`config.mk`:
```
export PLATFORM = sky130hd
export DESIGN_NAME = bit_reservoir_router
export DESIGN_NICKNAME = d
export VERILOG_FILES = /design/src/rtl/bit_reservoir_router.sv
export SDC_FILE = /design/constraint.sdc
export NUM_CORES = 1
export LEC_CHECK = 0
export ABC_AREA = 1
export ABC_CLOCK_PERIOD_IN_PS = 6600
export CORE_MARGIN = 5
export CORE_UTILIZATION = 28
export DETAILED_ROUTE_END_ITERATION = 6
export SETUP_SLACK_MARGIN = 0.5
export SKIP_CTS_REPAIR_TIMING = 1
export SLEW_MARGIN = 40
export SYNTH_ARGS = -nofsm -noshare
export SYNTH_HDL_FRONTEND = slang
export SYNTH_SLANG_ARGS = --single-unit
```
`constraint.sdc`:
```
create_clock -name clk -period 6.6 [get_ports clk]
set_input_delay 0.66 -clock clk [delete_from_list [all_inputs] [get_ports clk]]
set_output_delay 0.66 -clock clk [all_outputs]
set_load 0.02 [all_outputs]
```
`src/rtl/bit_reservoir_router.sv`:
```
// bit_reservoir_router: steers main-data FIFO bits to discard, scalefactor parser or Huffman decoder
// for each granule/channel slot of a frame, after skipping stale reservoir bits.
module bit_reservoir_router #(
    parameter int NUM_GR = 2,
    parameter int NUM_CH = 2,
    parameter int CNT_W  = 16,
    parameter int P23_W  = 12,
    localparam int NS = NUM_GR * NUM_CH,
    localparam int GW = NUM_GR > 1 ? $clog2(NUM_GR) : 1,
    localparam int CW = NUM_CH > 1 ? $clog2(NUM_CH) : 1
) (
    input  logic               clk,
    input  logic               rst_n,
    input  logic [CNT_W-1:0]   fifo_sample_count,
    input  logic               fifo_dout_v,
    input  logic               si_valid_in,
    input  logic [8:0]         main_data_begin,
    input  logic               mono,
    input  logic [NS*P23_W-1:0] part2_3_length,
    input  logic [NS-1:0]      sf_done,
    output logic               res_discard_flag,
    output logic               sf_parser_flag,
    output logic               hf_decoder_flag,
    output logic [GW-1:0]      gr,
    output logic [CW-1:0]      ch,
    output logic               frame_done,
    output logic               frame_skip,
    output logic               busy
);
    typedef enum logic [2:0] {IDLE, DISCARD, HOLD, SF, HUFFMAN} state_t;
    state_t state, state_n;
    logic [GW-1:0] gr_n;
    logic [CW-1:0] ch_n;
    logic [CNT_W-1:0] bit_cnt, bit_n, disc_cnt, disc_n, num_disc, numd_n;
    logic [NS*P23_W-1:0] p23_q, p23_n;
    logic mono_q, mono_n, done_n, skip_n, adv;
    logic [31:0] s;
    logic [CNT_W-1:0] len, need, bit_inc, disc_inc;
    logic [CNT_W:0] bit_p1;
    logic sdone, last_ch, last_gr;
    assign s        = 32'(gr) * NUM_CH + 32'(ch);
    assign len      = CNT_W'(P23_W'(p23_q >> (s * P23_W)));
    assign sdone    = 1'(sf_done >> s);
    assign need     = CNT_W'({main_data_begin, 3'b000});
    assign bit_inc  = bit_cnt + CNT_W'(fifo_dout_v && !(&bit_cnt));
    assign disc_inc = disc_cnt + CNT_W'(fifo_dout_v && !(&disc_cnt));
    assign bit_p1   = {1'b0, bit_cnt} + (CNT_W+1)'(1);
    assign last_ch  = ch == CW'(mono_q ? 0 : NUM_CH - 1);
    assign last_gr  = gr == GW'(NUM_GR - 1);
    assign res_discard_flag = state == DISCARD && disc_cnt < num_disc;
    assign sf_parser_flag   = state == SF && !sdone && bit_cnt < len;
    assign hf_decoder_flag  = state == HUFFMAN && bit_cnt < len;
    assign busy = state != IDLE;
    always_comb begin
        state_n = state;
        gr_n = gr;
        ch_n = ch;
        bit_n = bit_cnt;
        disc_n = disc_cnt;
        numd_n = num_disc;
        p23_n = p23_q;
        mono_n = mono_q;
        done_n = 1'b0;
        skip_n = 1'b0;
        adv = 1'b0;
        if (si_valid_in) begin
            p23_n = part2_3_length;
            mono_n = mono;
            gr_n = '0;
            ch_n = '0;
            bit_n = '0;
            disc_n = '0;
            numd_n = fifo_sample_count > need ? fifo_sample_count - need : '0;
            skip_n = fifo_sample_count < need;
            state_n = fifo_sample_count < need ? IDLE : fifo_sample_count == need ? HOLD : DISCARD;
        end else begin
            case (state)
                DISCARD: begin
                    disc_n = disc_inc;
                    if (disc_cnt == num_disc) state_n = HOLD;
                end
                HOLD: begin
                    if (len == '0) adv = 1'b1;
                    else if (fifo_sample_count >= len) begin
                        state_n = SF;
                        bit_n = '0;
                    end
                end
                SF: begin
                    if (bit_cnt == len) adv = 1'b1;
                    else begin
                        bit_n = bit_inc;
                        if (sdone) state_n = HUFFMAN;
                    end
                end
                HUFFMAN: begin
                    bit_n = bit_inc;
                    adv = bit_cnt == len || (bit_p1 == {1'b0, len} && fifo_dout_v);
                end
                default: ;
            endcase
            // channel-minor slot order; the final slot ends the frame
            if (adv) begin
                bit_n = '0;
                ch_n = last_ch ? '0 : ch + CW'(1);
                gr_n = last_ch && !last_gr ? gr + GW'(1) : gr;
                state_n = last_ch && last_gr ? IDLE : HOLD;
                done_n = last_ch && last_gr;
            end
        end
    end
    always_ff @(posedge clk or negedge rst_n) begin
        if (!rst_n) begin
            state <= IDLE;
            gr <= '0;
            ch <= '0;
            bit_cnt <= '0;
            disc_cnt <= '0;
            num_disc <= '0;
            p23_q <= '0;
            mono_q <= 1'b0;
            frame_done <= 1'b0;
            frame_skip <= 1'b0;
        end else begin
            state <= state_n;
            gr <= gr_n;
            ch <= ch_n;
            bit_cnt <= bit_n;
            disc_cnt <= disc_n;
            num_disc <= numd_n;
            p23_q <= p23_n;
            mono_q <= mono_n;
            frame_done <= done_n;
            frame_skip <= skip_n;
        end
    end
endmodule

```
Word-level counts from Yosys, hierarchy flattened

Cells that the tools add are included.

Flip-flop bits (word level): 104
Input port bits: 82
Output and inout port bits: 8
Logic and storage cells: 99

Add/sub/neg operators: 7
Multipliers: 1
$lt $le $gt $ge: 5
Eq/ne operators: 14
Shift-type cells: 2
Mux-type cells: 34
Reduce and logical (&&, ||, !) cells: 26

Operators by type and width:

| operator              | number |
|---|---|
| $mux 16               | 8 |
| $pmux 16 s3           | 1 |
| $shr 48x7->12         | 1 |
| $add 16x1->16         | 2 |
| $eq 16x12->1          | 2 |
| $lt 16x12->1          | 2 |
| $reduce_and 16->1     | 2 |
| $mux 3                | 7 |
| $add 16x1->17 const B | 1 |
| $eq 17x12->1          | 1 |
| $eq 16x16->1          | 1 |
| $ge 16x12->1          | 1 |
| $gt 16x12->1          | 1 |
| $logic_not 16->1      | 1 |
| $lt 16x16->1          | 1 |
| $sub 16x12->16        | 1 |
| $mux 1                | 13 |
| $reduce_bool 5->1     | 2 |
| $logic_and 1x1->1     | 9 |
| $pmux 3 s3            | 1 |
| $ne 4x3->1 const B    | 2 |
| $ne 4x4->1 const B    | 2 |
| $eq 3x2->1 const B    | 2 |
| $mux 2                | 3 |
| other kinds (16)      | 22 |

Logic depth before layout (Yosys ltp)

Gate-level depths: netlist (run 1).

Depth in word-level cells: 10
Mapped depth: 21
Mapped depth without buffers: 19

Worst setup path after synthesis (run 1)

No wires, ideal clock.

Path kind: reg2out
Start point: register ch
End point: output port hf_decoder_flag
Arrival: 2.364 ns
Required time: 5.940 ns
Slack: 3.576 ns
Cell stages (with the launch flop): 18
Path buffers: 2
Cells stage by stage: dfrtp_1 -> buf_6 -> inv_4 -> buf_6 -> nand2_1 -> nand3_1 -> nand2_1 -> inv_1 -> ha_1 -> inv_1 -> nor2_1 -> nor2_1 -> nor2_1 -> a211oi_1 -> o221ai_1 -> nand2_1 -> nand2_1 -> nor3_1

Word-level cells in the longest chain between the ends: 5

RTL lines:

| item                     | RTL line | source |
|---|---|---|
| start: declaration       | 25       | `output logic [CW-1:0] ch,` |
| start signal: assignment | 127      | `ch <= ch_n;` |
| $add 2x1->3              | 41       | `assign s = 32'(gr) * NUM_CH + 32'(ch);` |
| $mul 3x2->5              | 42       | `assign len = CNT_W'(P23_W'(p23_q >> (s * P23_W)));` |
| $shr 48x7->12            | 42       |  |
| $lt 16x12->1             | 52       | `assign hf_decoder_flag = state == HUFFMAN && bit_cnt < len;` |
| $logic_and 1x1->1        | 52       |  |
| end: declaration         | 23       | `output logic hf_decoder_flag,` |

No other way between the ends.

Worst setup path in the final report (run 1)

Same ends and word-level chain as after synthesis.

==> results of run 1 <==
cell type report:
cell class              count  area [um2]
repair buffers             92       913.4
clock buffers               9       225.2
inverters                 106       402.9
flip-flops and latches    104        2604
clock inverters             7       71.32
fillers                  2633       15920
well taps                 324       405.4
multi-input cells         727        3782
stage by stage:
| step | worst slack (ns) | instance area, um2 | util (%) |
|---|---|---|---|
| detailed placement | 2.588 | 8103 | 33.32 |
| finish | 2.521 | 8404 | 34.56 |
| global placement | 2.689 | 8099 | 33.30 |
| CTS | 2.161 | 8399 | 34.54 |
| floorplan | 3.576 | 6918 | - |
| global route | 2.201 | 8404 | 34.56 |
registers in the layout, indices dropped and copies added (netlist names):
name        count
bit_cnt        16
ch              1
disc_cnt       16
frame_done      1
frame_skip      1
gr              1
mono_q          1
num_disc       16
p23_q          48
state           3
power by group:
part,switching [W],internal (W)
logic,0.000271,0.000174
registers,0.0000350,0.000691
clock network,0.000265,0.000267
total,0.000571,0.00113
kinds of logic after synthesis:
logic type	synth area share, %
AOI/OAI and AO/OA	9.550
xor gates and xnor gates	2.659
adders and majority gates	10.24
buffers and inverters	7.705
DFF	37.62
and+or+nand+nor	32.23
critical path, delay by kind of cell, from the launching register on:
family / cells / cell delay (ns)
buffers and inverters: 4 / 1.01
AND/OR/NAND/NOR: 9 / 0.78
flip-flops: 1 / 0.68
AO/OA/AOI/OAI: 2 / 0.31
adder cells (fa/ha/maj): 1 / 0.28
synth_stat cells, drive strengths merged:
master	count	share of area, %
dfrtp	104	38
a211oi	5	0.54
nor2	73	4.3
o211ai	4	0.43
nor4	2	0.18
a21oi	38	2.8
fa	1	0.29
o22ai	16	1.4
or4	1	0.11
xor2	16	2.0
o221ai	2	0.25
a2111oi	1	0.13
or2	1	0.090
nor3	17	1.4
xnor2	5	0.63
nand3b	3	0.33
inv	105	5.8
nand3	56	4.2
o221a	1	0.16
clkbuf	15	0.81
nand2	365	20
ha	55	9.9
o21ai	47	3.4
buf	10	1.1
nand4	14	1.3
o21bai	1	0.11
clkinv	1	0.054
o311a	1	0.14
o2111ai	1	0.13
and3	1	0.090
final timing paths:
kind | start | end | slack (ns) | cells after the start
max | ch$_DFFE_PN0P_ | hf_decoder_flag | 2.52 | 16
min | rst_n | num_disc[2]$_DFFE_PN0P_ | 0.27 | 1
max reg2reg | ch$_DFFE_PN0P_ | bit_cnt[5]$_DFFE_PN0P_ | 3.54 | 18
min reg2reg | p23_q[5]$_DFFE_PN0P_ | p23_q[5]$_DFFE_PN0P_ | 0.47 | 2
max in group asynchronous | rst_n | ch$_DFFE_PN0P_ | 5.31 | 2
min in group clk | p23_q[5]$_DFFE_PN0P_ | p23_q[5]$_DFFE_PN0P_ | 0.47 | 2
metal layers:
metal  track usage, %  part of all wire, %
met4            3.881                  1.8
met3            3.253                  5.9
met1            19.76                   48
met5                0                    0
met2            22.09                   44
==> impl_summary.md, run 1 <==
STA
The final-layout worst hold slack is approximately 0.27 ns. Setup repair after global routing left no endpoint under its margin. On the final layout, the worst clock skew is between 0.01 and 0.015 ns. The final count of pins violating max slew is 0. The number of hold violations in the final report is 0. Counting I/O delays and the setup requirement, the final critical path takes 4.079 ns.

The transition at the pin with the smallest max-transition slack is just over 0.6 ns. The post-route setup TNS is 0 ns. The normalized max-slew margin is about 60%. Setup violations remaining at the end of the flow were counted as 0. Timing would allow up to 245.1 MHz. The final worst-path cycle share is about three fifths.

Worst setup path
In this run the worst path has a maximum fanout of 29. The delay of the slowest critical-path stage is 0.68 ns. The data arrival time of the critical path is around 3.4 ns. In this design, the critical path's most frequently occurring cell is sky130_fd_sc_hd__nand2_1. The critical path class is reg2out. The critical-path cell with the highest stage delay is sky130_fd_sc_hd__dfrtp_2. The critical path endpoint category is an output pin. The critical path goes through inv_4 -> nand2_1 -> nand3_1 -> nand2_1 -> inv_1 -> ha_1 -> inv_1 -> nor2_1 -> nor2_1 -> nor2_1 -> a211oi_1 -> o221ai_1 -> nand2_1 -> nand2_1 -> nor3_1 -> clkdlybuf4s50_1. The critical path data required time is around 5.9 ns. The startpoint type of the worst setup path is a flop.

Cells and area
The fraction of layout instances using a drive strength above 1 is under 10%. The layout overhead on the synthesized area is 21.49%. Once layout is complete, the cells apart from fillers number around 1400. The most common cell after layout, fill and taps aside is sky130_fd_sc_hd__nand2_1. Leaving out fill and tap cells, the most frequent cells in the layout are 356 x sky130_fd_sc_hd__nand2_1, 103 x sky130_fd_sc_hd__dfrtp_1, 99 x sky130_fd_sc_hd__inv_1. The repair_antennas step left the layout with diodes totalling 0. The final layout contains approximately 1200 nets.

Detailed routing
Dividing the detail-routed wire length by the instance count gives approximately 14 um. The final routed wirelength across all metal layers is a little under 20000 um. The routed via count divided by cell count is 4.672. The number of design rule violations left after detail routing is 0. Across all layers, the routed design uses ~6400 vias.

For this block, the initial DRC count from the detailed router was around 350. For this run, the detailed router's first-pass iteration total came to 5. The antenna violation net count after detailed routing is 0.

Clock network
No sink is reached through more buffers than the 2 on the longest clock path. The cell at the root of the clock tree is sky130_fd_sc_hd__clkbuf_16. TritonCTS built the clock tree. The latest clock arrival within the worst-skew pair is approximately 0.36 ns. The CTS buffer count is 9.

The tree built by TritonCTS fans out to 104 sinks. The H-tree depth reported by CTS is 3. The clock transition time at the flip-flop clock pins of the worst setup and hold paths is around 0.08 ns.

Yosys
The gate count after technology mapping is 962. The mapped netlist covers a little under 7000 um2. Yosys printed 0 warnings. The part of the Yosys area used for sequential elements is 37.62%.

After synthesis, the mean cell area works out to 7.191 um2. The number of flip-flops and latches in the synthesized netlist is approximately 100. The synthesized net count is 1100. The count of unique library cells instantiated by Yosys is 42.

Floorplanning
The floorplan step defined a die boundary enclosing about 28000 um2. The core outline area is between 20000 and 25000 um2. The vertical extent of the die is approximately 170 um.

The x dimension of the die is 167.2 um. The number of core rows is between 50 and 60. Once the floorplan was initialized, standard cells occupied 28.45% of the core.

The number of top-level pins is 90.

Global route
The overall track demand over capacity in global routing is 14.14%. The via count of the first global-routing pass came to approximately 6200. Entering global routing, the biggest net connects 86 pins.

The number of antenna violations at the first check in global routing came to 0. The first global-routing pass estimated 32350 um of wire. Summed over all layers, the global routing overflow is 0.

Worst hold path
The min-delay analysis places its worst path in the category in2async.

Placement
The detailed-placement wirelength estimate is between 15000 and 20000 um. The final weighted congestion in routability-driven placement is approximately 0.88. The count of port buffers added during placement is approximately 90. Once placement completed, the tool counted placed cells totaling around 1400.

Power
In this run the static leakage power is between 4 and 5 nW. IR analysis of the VDD net gives a maximum drop of roughly 130 uV. The total chip power is ~0.0017 W. The areal power density over the cells is between 200 and 250 nW/um2.

Status
The flow ran to the end, and the final reports show no timing, DRC or antenna violations.

Job
The reported max-cap violation count is 0.
Power figures use the tool's default switching activity.
==> inputs of run 2 (changes only) <==
--- a/config.mk
+++ b/config.mk
@@ -6,7 +6,7 @@
 export NUM_CORES = 1
 export LEC_CHECK = 0
 export ABC_AREA = 1
-export ABC_CLOCK_PERIOD_IN_PS = 6600
+export ABC_CLOCK_PERIOD_IN_PS = 4300
 export CORE_MARGIN = 5
 export CORE_UTILIZATION = 28
 export DETAILED_ROUTE_END_ITERATION = 6
==> constraint.sdc (replaced) <==
create_clock -name clk -period 4.3 [get_ports clk]
set_input_delay 0.43 -clock clk [delete_from_list [all_inputs] [get_ports clk]]
set_output_delay 0.43 -clock clk [all_outputs]
set_load 0.02 [all_outputs]
==> run 2 against run 1 <==
Sequential power rose by 53%. Worst hold slack worse by 0.28 ns. Clock skew down 0.0019 ns. Flip-flop and latch count unchanged. Register-to-register slack worse by 2.2 ns. The run now ends with hold timing left. Critical path type unchanged. Clock power is 55% higher. Largest power group unchanged. Critical path depth fell by 1. Die area is the same. Combinational power rose by 54%.
==> impl_summary.md, run 2 (synthesized netlist as in run 1, its figures left out) <==
Cells and area
The number of flip-flops under the largest register name was 48 (unchanged). The layout net count is 1180 (+0.17%). The library cell used most frequently in the layout, excluding fill and tap cells, is sky130_fd_sc_hd__nand2_1. The number of inserted diodes is 0 (unchanged). The fraction of layout instances using a drive strength above 1 was 5.253% (+0.28 points). The finished layout cell area is 8434 um2 (+0.36%). In the layout the commonest cells are 356 x sky130_fd_sc_hd__nand2_1, 103 x sky130_fd_sc_hd__dfrtp_1, 99 x sky130_fd_sc_hd__inv_1. The area growth from synthesis to layout is 21.92%. The final standard cell utilization of the core is 34.68% (+0.12 points). The register with the most flip-flops is p23_q.

Floorplanning
The number of top-level pins is 90 (unchanged). The core outline area was 24320 um2 (unchanged). The initial core utilization is 28.45% (unchanged). The number of core rows came to 57 (unchanged). The vertical extent of the die is 167.2 um (unchanged). The area of the die came to 27950 um2 (unchanged). The x dimension of the die came to 167.2 um (unchanged).

Detailed routing
The number of design rule violations left after detail routing came to 0 (unchanged). The antenna violation net count after detailed routing was 0 (unchanged). The final routed wirelength across all metal layers was 19260 um (-1.9%).

The via count is 6294 (-1.6%). The DRC marker count from the first detailed-route iteration is 348 (unchanged). The average wire per cell in the routed design is 14.05 um (-2.0%).

The number of iterations in the first detailed-routing pass is 5 (unchanged). The routed via count divided by cell count was 4.591 (-1.7%).

Worst setup path
Walking the worst path, the cells encountered are inv_4 -> nand3_1 -> nand2_1 -> inv_1 -> ha_1 -> inv_1 -> nor2_1 -> nor2_1 -> nor2_1 -> a211oi_1 -> o221ai_1 -> nand2_1 -> nand2_1 -> nor2_1 -> clkdlybuf4s50_1. The depth of the most critical reg-to-reg path came to 15 (-3). The data arrival time of the critical path was 3.02 ns (-0.40 ns). The critical path capture point is sf_parser_flag. In this design, the largest share of critical-path delay is due to buffers and inverters. STA classifies the critical path endpoint as an output pin.

The sum of buffers and inverters on the critical path is 4 (unchanged). The maximum fanout along the worst path is 16 (-45%). The minimum setup slack among reg-to-reg paths was 1.39 ns (-2.15 ns).

The logic depth of the worst setup path including buffers is 15 (-1). The startpoint type of the worst setup path is a flop. The cell type with the highest occurrence count on the critical path is sky130_fd_sc_hd__nor2_1. The critical-path cell with the highest stage delay is sky130_fd_sc_hd__clkdlybuf4s50_1. The critical path class is reg2out. The critical path data required time was 3.87 ns (-2.07 ns). The reg-to-reg critical path startpoint is ch$_DFFE_PN0P_. The delay of the slowest critical-path stage is 0.61 ns (-0.07 ns). The end of the worst register-to-register path is state[1]$_DFFE_PN0P_. The launching instance or port of the critical path is gr$_DFFE_PN0P_.

STA
The transition at the pin with the smallest max-transition slack was 0.5988 ns (-0.01418 ns). The maximum achievable frequency is roughly 290 MHz. The post-route setup TNS came to 0 ns (unchanged).

The final worst-path cycle share is 80.27%. The final count of pins violating max slew is 0 (unchanged). The final-report setup violation count is 0 (unchanged). The number of hold violations in the final report is 15 (+15). Setup repair after global routing left no endpoint under its margin. The normalized max-slew margin is 60.08% (+0.95 points). The final-layout worst hold slack is -0.01179 ns (-0.2836 ns). The worst path in the final design needs a cycle of about 3.5 ns, including I/O delays and setup. The post-route clock skew came to 0.009691 ns (-0.001866 ns).

Power
The switching share of power came to 33.61% (+0.098 points). The sequential share of power is 42.5% (about the same). The areal power density over the cells was 310.9 nW/um2 (+53%). The relative contribution of combinational cells to total power is 26.1% (about the same).

The switching power of the nets is 0.0008815 W (+54%). The cell-internal power came to 0.001741 W (+54%). The part of the power in the clock network is 31.4% (+0.2 points). The peak supply drop came to 205.1 uV (+60%).

The leakage power of the design is 4.088 nW (+0.91%).

Clock network
TritonCTS built the clock tree. The H-tree depth reported by CTS came to 3 (unchanged). The clock transition time at the flip-flop clock pins of the worst setup and hold paths was 0.08 ns (about the same).

The latest clock arrival within the worst-skew pair is 0.36 ns (about the same). The CTS buffer count is 9 (unchanged). The maximum count of clock buffers along a single path is 2 (unchanged). The cell at the root of the clock tree is sky130_fd_sc_hd__clkbuf_16.

The total number of clock tree sinks is 104 (unchanged).

Placement
The final weighted congestion in routability-driven placement is 0.9110 (+3.6%). The count of port buffers added during placement is 89 (unchanged). The detailed-placement wirelength estimate is 15340 um (-1.4%). The total cell area at the placement stage came to 8114 um2 (+0.14%).

Job
The reported max-cap violation count came to 0 (unchanged).

Global route
The overall track demand over capacity in global routing is 14.11% (-0.023 points). The via count of the first global-routing pass is 6092 (-2.4%). The global-route wire length before repair is 32100 um (-0.77%). The largest net degree at the start of global routing is 85 (-1.2%). The number of antenna violations at the first check in global routing was 0 (unchanged). The remaining global-route overflow is 0 (unchanged).

Status
The final reports fail on hold timing. The run finished, with violations left.

Worst hold path
In this run the worst hold path is classified as in2async.
run 2: changes by cell type in the layout (fill, tap and decap cells not counted), sizes merged:
cell,delta
buf,+2
clkdlybuf4s50,-1
clkinvlp,-1
dlymetal6s2s,+1
inv,+1
run 2: worst min-delay path by stage:
| stage | from | endpoint | slack (ns) | cells past startpoint |
|---|---|---|---|---|
| after detailed placement | rst_n | num_disc[2]$_DFFE_PN0P_ | 0.38 | 1 |
| after CTS | rst_n | num_disc[2]$_DFFE_PN0P_ | -0.009 | 1 |
| after global placement | rst_n | num_disc[2]$_DFFE_PN0P_ | 0.38 | 1 |
| after global routing | rst_n | num_disc[2]$_DFFE_PN0P_ | 0.001 | 1 |
| final | rst_n | num_disc[2]$_DFFE_PN0P_ | -0.01 | 1 |
| after floorplan | rst_n | bit_cnt[0]$_DFFE_PN0P_ | 0.13 | 0 |
run 2: routing by layer:
layer  vias to the layer above  wire length, um  GRT usage [%]
met5                         -                0              0
met4                         0              220          3.105
met3                        15              950          2.735
met2                       151             8621          21.80
met1                      2858             9472          20.57
li1                       3270                -              -
run 2: power by group through the flow:
stage	logic, W	clock network, W	registers [W]
3_5_place_dp	0.000692	0	0.00113
4_1_cts	0.000695	0.000852	0.00111
3_3_place_gp	0.000686	0	0.00113
2_1_floorplan	0.000439	0	0.00112
6_report	0.000686	0.000824	0.00111
5_1_grt	0.000786	0.000893	0.00112
run 2: worst reg2reg max path, stage by stage (launching register included):
cell and delay (ns):
sky130_fd_sc_hd__dfrtp_1 0.47, sky130_fd_sc_hd__buf_6 0.24, sky130_fd_sc_hd__nand2_1 0.09, sky130_fd_sc_hd__nand3_1 0.15
sky130_fd_sc_hd__nand2_1 0.18, sky130_fd_sc_hd__ha_1 0.33, sky130_fd_sc_hd__a21oi_1 0.13, sky130_fd_sc_hd__nor2_1 0.05
sky130_fd_sc_hd__a2111oi_0 0.36, sky130_fd_sc_hd__o21ai_0 0.17, sky130_fd_sc_hd__nor2_1 0.17, sky130_fd_sc_hd__nand3_2 0.12
sky130_fd_sc_hd__nand2_1 0.16, sky130_fd_sc_hd__inv_1 0.07, sky130_fd_sc_hd__nand2_1 0.07, sky130_fd_sc_hd__nand2_1 0.04
run 2: layout make-up:
class,count,area [um2]
inverters,106,407.9
multi-input cells,727,3789
repair buffers,94,930.9
flip-flops and latches,104,2604
clock inverters,7,72.57
fillers,2607,15890
well taps,324,405.4
clock buffers,9,225.2
run 2: per-stage QoR:
| stage | power (W) | setup WS [ns] | std cells |
|---|---|---|---|
| after floorplan | 0.001555 | 1.506 | 962 |
| after global placement | 0.001817 | 1.029 | 1355 |
| after detailed placement | 0.001823 | 0.9613 | 1355 |
| after CTS | 0.002661 | 0.5651 | 1371 |
| after global routing | 0.002803 | 0.5321 | 1371 |
| final | 0.002623 | 0.8484 | 1371 |
==> inputs of run 3 (changes only) <==
--- a/config.mk
+++ b/config.mk
@@ -6,7 +6,7 @@
 export NUM_CORES = 1
 export LEC_CHECK = 0
 export ABC_AREA = 1
-export ABC_CLOCK_PERIOD_IN_PS = 4300
+export ABC_CLOCK_PERIOD_IN_PS = 3000
 export CORE_MARGIN = 5
 export CORE_UTILIZATION = 28
 export DETAILED_ROUTE_END_ITERATION = 6
==> constraint.sdc (replaced) <==
create_clock -name clk -period 3 [get_ports clk]
set_input_delay 0.3 -clock clk [delete_from_list [all_inputs] [get_ports clk]]
set_output_delay 0.3 -clock clk [all_outputs]
set_load 0.02 [all_outputs]
==> run 3 against run 2 <==
The flow still finishes with violations (hold timing). Critical path depth is 3 lower. Utilization is 3.8 points higher. First-iteration DRC count is 23% lower. Critical endpoint is now hf_decoder_flag. Largest cell class unchanged.
==> impl_summary.md, run 3 (synthesized netlist as in run 1, its figures left out) <==
Detailed routing
The DRC marker count from the first detailed-route iteration is 268 (-23%). The met2 layer wire length in the routed design is 9769 um (+13%). The number of design rule violations left after detail routing is 0 (unchanged). The routed via count divided by cell count is 4.706 (+2.5%). The via count was 6702 (+6.5%). The antenna violation net count after detailed routing is 0 (unchanged).

The sum of met3 wire segment lengths after detailed routing came to 1120 um (+18%). The average wire per cell in the routed design is 14.81 um (+5.4%). The highest metal layer carrying signal wires in the routed design is met4. The number of iterations in the first detailed-routing pass was 4 (-1). The wire length on met1 is 9779 um (+3.2%).

The final routed wirelength across all metal layers is 21080 um (+9.4%).

Cells and area
The number of flip-flops under the largest register name is 48 (unchanged). The layout net count is 1234 (+4.6%). In the layout the commonest cells are 323 x sky130_fd_sc_hd__nand2_1, 100 x sky130_fd_sc_hd__dfrtp_1, 92 x sky130_fd_sc_hd__inv_1. The fraction of layout instances using a drive strength above 1 came to 17.91% (+13 points). From synthesis to final layout, the design area changed by 35.18%. The register with the most flip-flops is p23_q. The number of inserted diodes is 0 (unchanged). The most common cell after layout, fill and taps aside is sky130_fd_sc_hd__nand2_1. The final standard cell utilization of the core is 38.45% (+3.8 points). The number of standard cells in the final layout excluding fillers is 1424 (+3.9%).

Power
The leakage power of the design came to 4.481 nW (+9.6%). The peak supply drop is 298.2 uV (+45%). The areal power density over the cells is 421.7 nW/um2 (+36%).

The total chip power is 0.003944 W (+50%). The sequential share of power is 40.6% (-1.9 points). The switching power of the nets is 0.001358 W (+54%).

The part of the power in the clock network is 29.1% (-2.3 points). The switching share of power is 34.43% (+0.81 points). The relative contribution of combinational cells to total power is 30.2% (+4.1 points). The cell-internal power came to 0.002586 W (+49%).

Floorplanning
The number of core rows is 57 (unchanged). The core outline area is 24320 um2 (unchanged). The initial core utilization is 28.45% (unchanged).

The vertical extent of the die was 167.2 um (unchanged). The number of top-level pins is 90 (unchanged). The x dimension of the die was 167.2 um (unchanged). The area of the die is 27950 um2 (unchanged).

STA
The shortest clock period the worst path allows after layout is around 2.9 ns. The final critical-path setup slack was 0.1467 ns (-0.7017 ns). Setup repair after global routing could not meet its margin everywhere.

For this run, the top clock speed supported by timing is about 350 MHz. The final-report setup violation count is 0 (unchanged). The final-layout worst hold slack was -0.02709 ns (-0.01530 ns). The normalized max-slew margin is 52.47% (-7.6 points). The number of hold violations in the final report came to 14 (-1).

The final count of pins violating max slew is 0 (unchanged). The final worst-path cycle share is between 90% and 100%. The transition at the pin with the smallest max-transition slack is 0.7129 ns (+0.1142 ns). The post-route setup TNS is 0 ns (unchanged). The post-route clock skew is 0.01290 ns (+0.003211 ns).

Worst setup path
In this design, the largest share of critical-path delay is due to simple AND/OR/NAND/NOR gates. Following the worst setup path forward leads to its endpoint at hf_decoder_flag. The critical path data required time came to 2.70 ns (-1.17 ns). The sum of buffers and inverters on the critical path is 3 (-1). The maximum fanout along the worst path is 7 (-9). Tracing the worst setup path back leads to its startpoint at ch$_DFFE_PN0P_.

The depth of the most critical reg-to-reg path is 18 (+3). The critical-path cell with the highest stage delay is sky130_fd_sc_hd__dfrtp_2. The delay of the slowest critical-path stage came to 0.51 ns (-0.10 ns).

The critical path endpoint category is an output pin. The data arrival time of the critical path is 2.55 ns (-0.47 ns). The reg-to-reg critical path startpoint is ch$_DFFE_PN0P_.

By startpoint and endpoint, the worst setup path is classified as reg2out. Walking the worst path, the cells encountered are buf_12 -> clkbuf_16 -> nand2_1 -> nand3_1 -> nand2_1 -> ha_1 -> a21oi_1 -> o21ai_0 -> nor2_1 -> nand2_2 -> nor3_2 -> buf_4. The minimum setup slack among reg-to-reg paths came to 0.17 ns (-1.22 ns). The worst setup path is launched from a flop. The logic depth of the worst setup path including buffers was 12 (-3). The cell type with the highest occurrence count on the critical path is sky130_fd_sc_hd__nand2_1. In this run the critical register-to-register path is captured at bit_cnt[5]$_DFFE_PN0P_.

Global route
The largest net degree at the start of global routing is 59 (-31%). The via count of the first global-routing pass came to 6370 (+4.6%). The overall track demand over capacity in global routing is 14.08% (-0.031 points). The global-route wire length before repair is 32130 um (about the same). The remaining global-route overflow is 0 (unchanged). The number of antenna violations at the first check in global routing is 0 (unchanged).

Clock network
The TritonCTS clock tree is yes. CTS placed an instance of sky130_fd_sc_hd__clkbuf_16 at the clock tree root. The maximum count of clock buffers along a single path is 2 (unchanged).

The H-tree depth reported by CTS was 3 (unchanged). The clock transition time at the flip-flop clock pins of the worst setup and hold paths is 0.07 ns (about the same). The latest clock arrival within the worst-skew pair came to 0.36 ns (about the same). The CTS buffer count is 9 (unchanged). The total number of clock tree sinks is 104 (unchanged).

Job
The reported max-cap violation count is 0 (unchanged).

Placement
The worst slack at placement was -0.04068 ns (-1.002 ns). The post-placement cell count was 1380 (+1.8%). The final weighted congestion in routability-driven placement is 0.9215 (+1.2%). The detailed-placement wirelength estimate came to 15910 um (+3.7%). The count of port buffers added during placement is 89 (unchanged).

Status
The flow ran to the end, but the final reports show violations. The checks that failed: hold timing.

Worst hold path
The worst min-delay path category is in2async.
## run 3: power by group through the flow
stage          clock (W)  combinational, W  sequential [W]
3_3_place_gp           0           0.00101         0.00162
4_1_cts          0.00117           0.00103         0.00160
3_5_place_dp           0           0.00103         0.00162
6_report         0.00115           0.00119         0.00160
5_1_grt          0.00123           0.00132         0.00162
2_1_floorplan          0          0.000633         0.00160
## run 3: how the worst min path moves through the flow
stage	endpoint	slack [ns]	start
global placement	num_disc[1]$_DFFE_PN0P_	0.38	rst_n
floorplan	bit_cnt[0]$_DFFE_PN0P_	0.004	rst_n
CTS	num_disc[3]$_DFFE_PN0P_	0.005	rst_n
detailed placement	num_disc[3]$_DFFE_PN0P_	0.38	rst_n
finish	num_disc[3]$_DFFE_PN0P_	-0.03	rst_n
global route	num_disc[3]$_DFFE_PN0P_	0.04	rst_n
## run 3: layer usage
metal	up-vias	GRT usage, %
li1	3382	-
met1	3140	19.10
met2	151	23.39
met3	29	3.017
met4	0	2.823
met5	-	0
## run 3: final cells by class
| class | count | area [um2] |
|---|---|---|
| Multi-Input combinational cell | 728 | 4263 |
| Sequential cell | 104 | 2608 |
| Clock inverter | 4 | 37.54 |
| Inverter | 106 | 412.9 |
| Clock buffer | 11 | 242.7 |
| Timing Repair Buffer | 146 | 1374 |
| Fill cell | 2510 | 14970 |
| Timing Repair inverter | 1 | 8.758 |
| Tap cell | 324 | 405.4 |
## run 3: per-stage QoR
| step | hold WS, ns | instance area (um2) |
|---|---|---|
| floorplan | 0.004409 | 6930 |
| global placement | 0.3819 | 8327 |
| detailed placement | 0.3843 | 8327 |
| CTS | 0.004516 | 8607 |
| global route | 0.04326 | 9351 |
| finish | -0.02709 | 9351 |
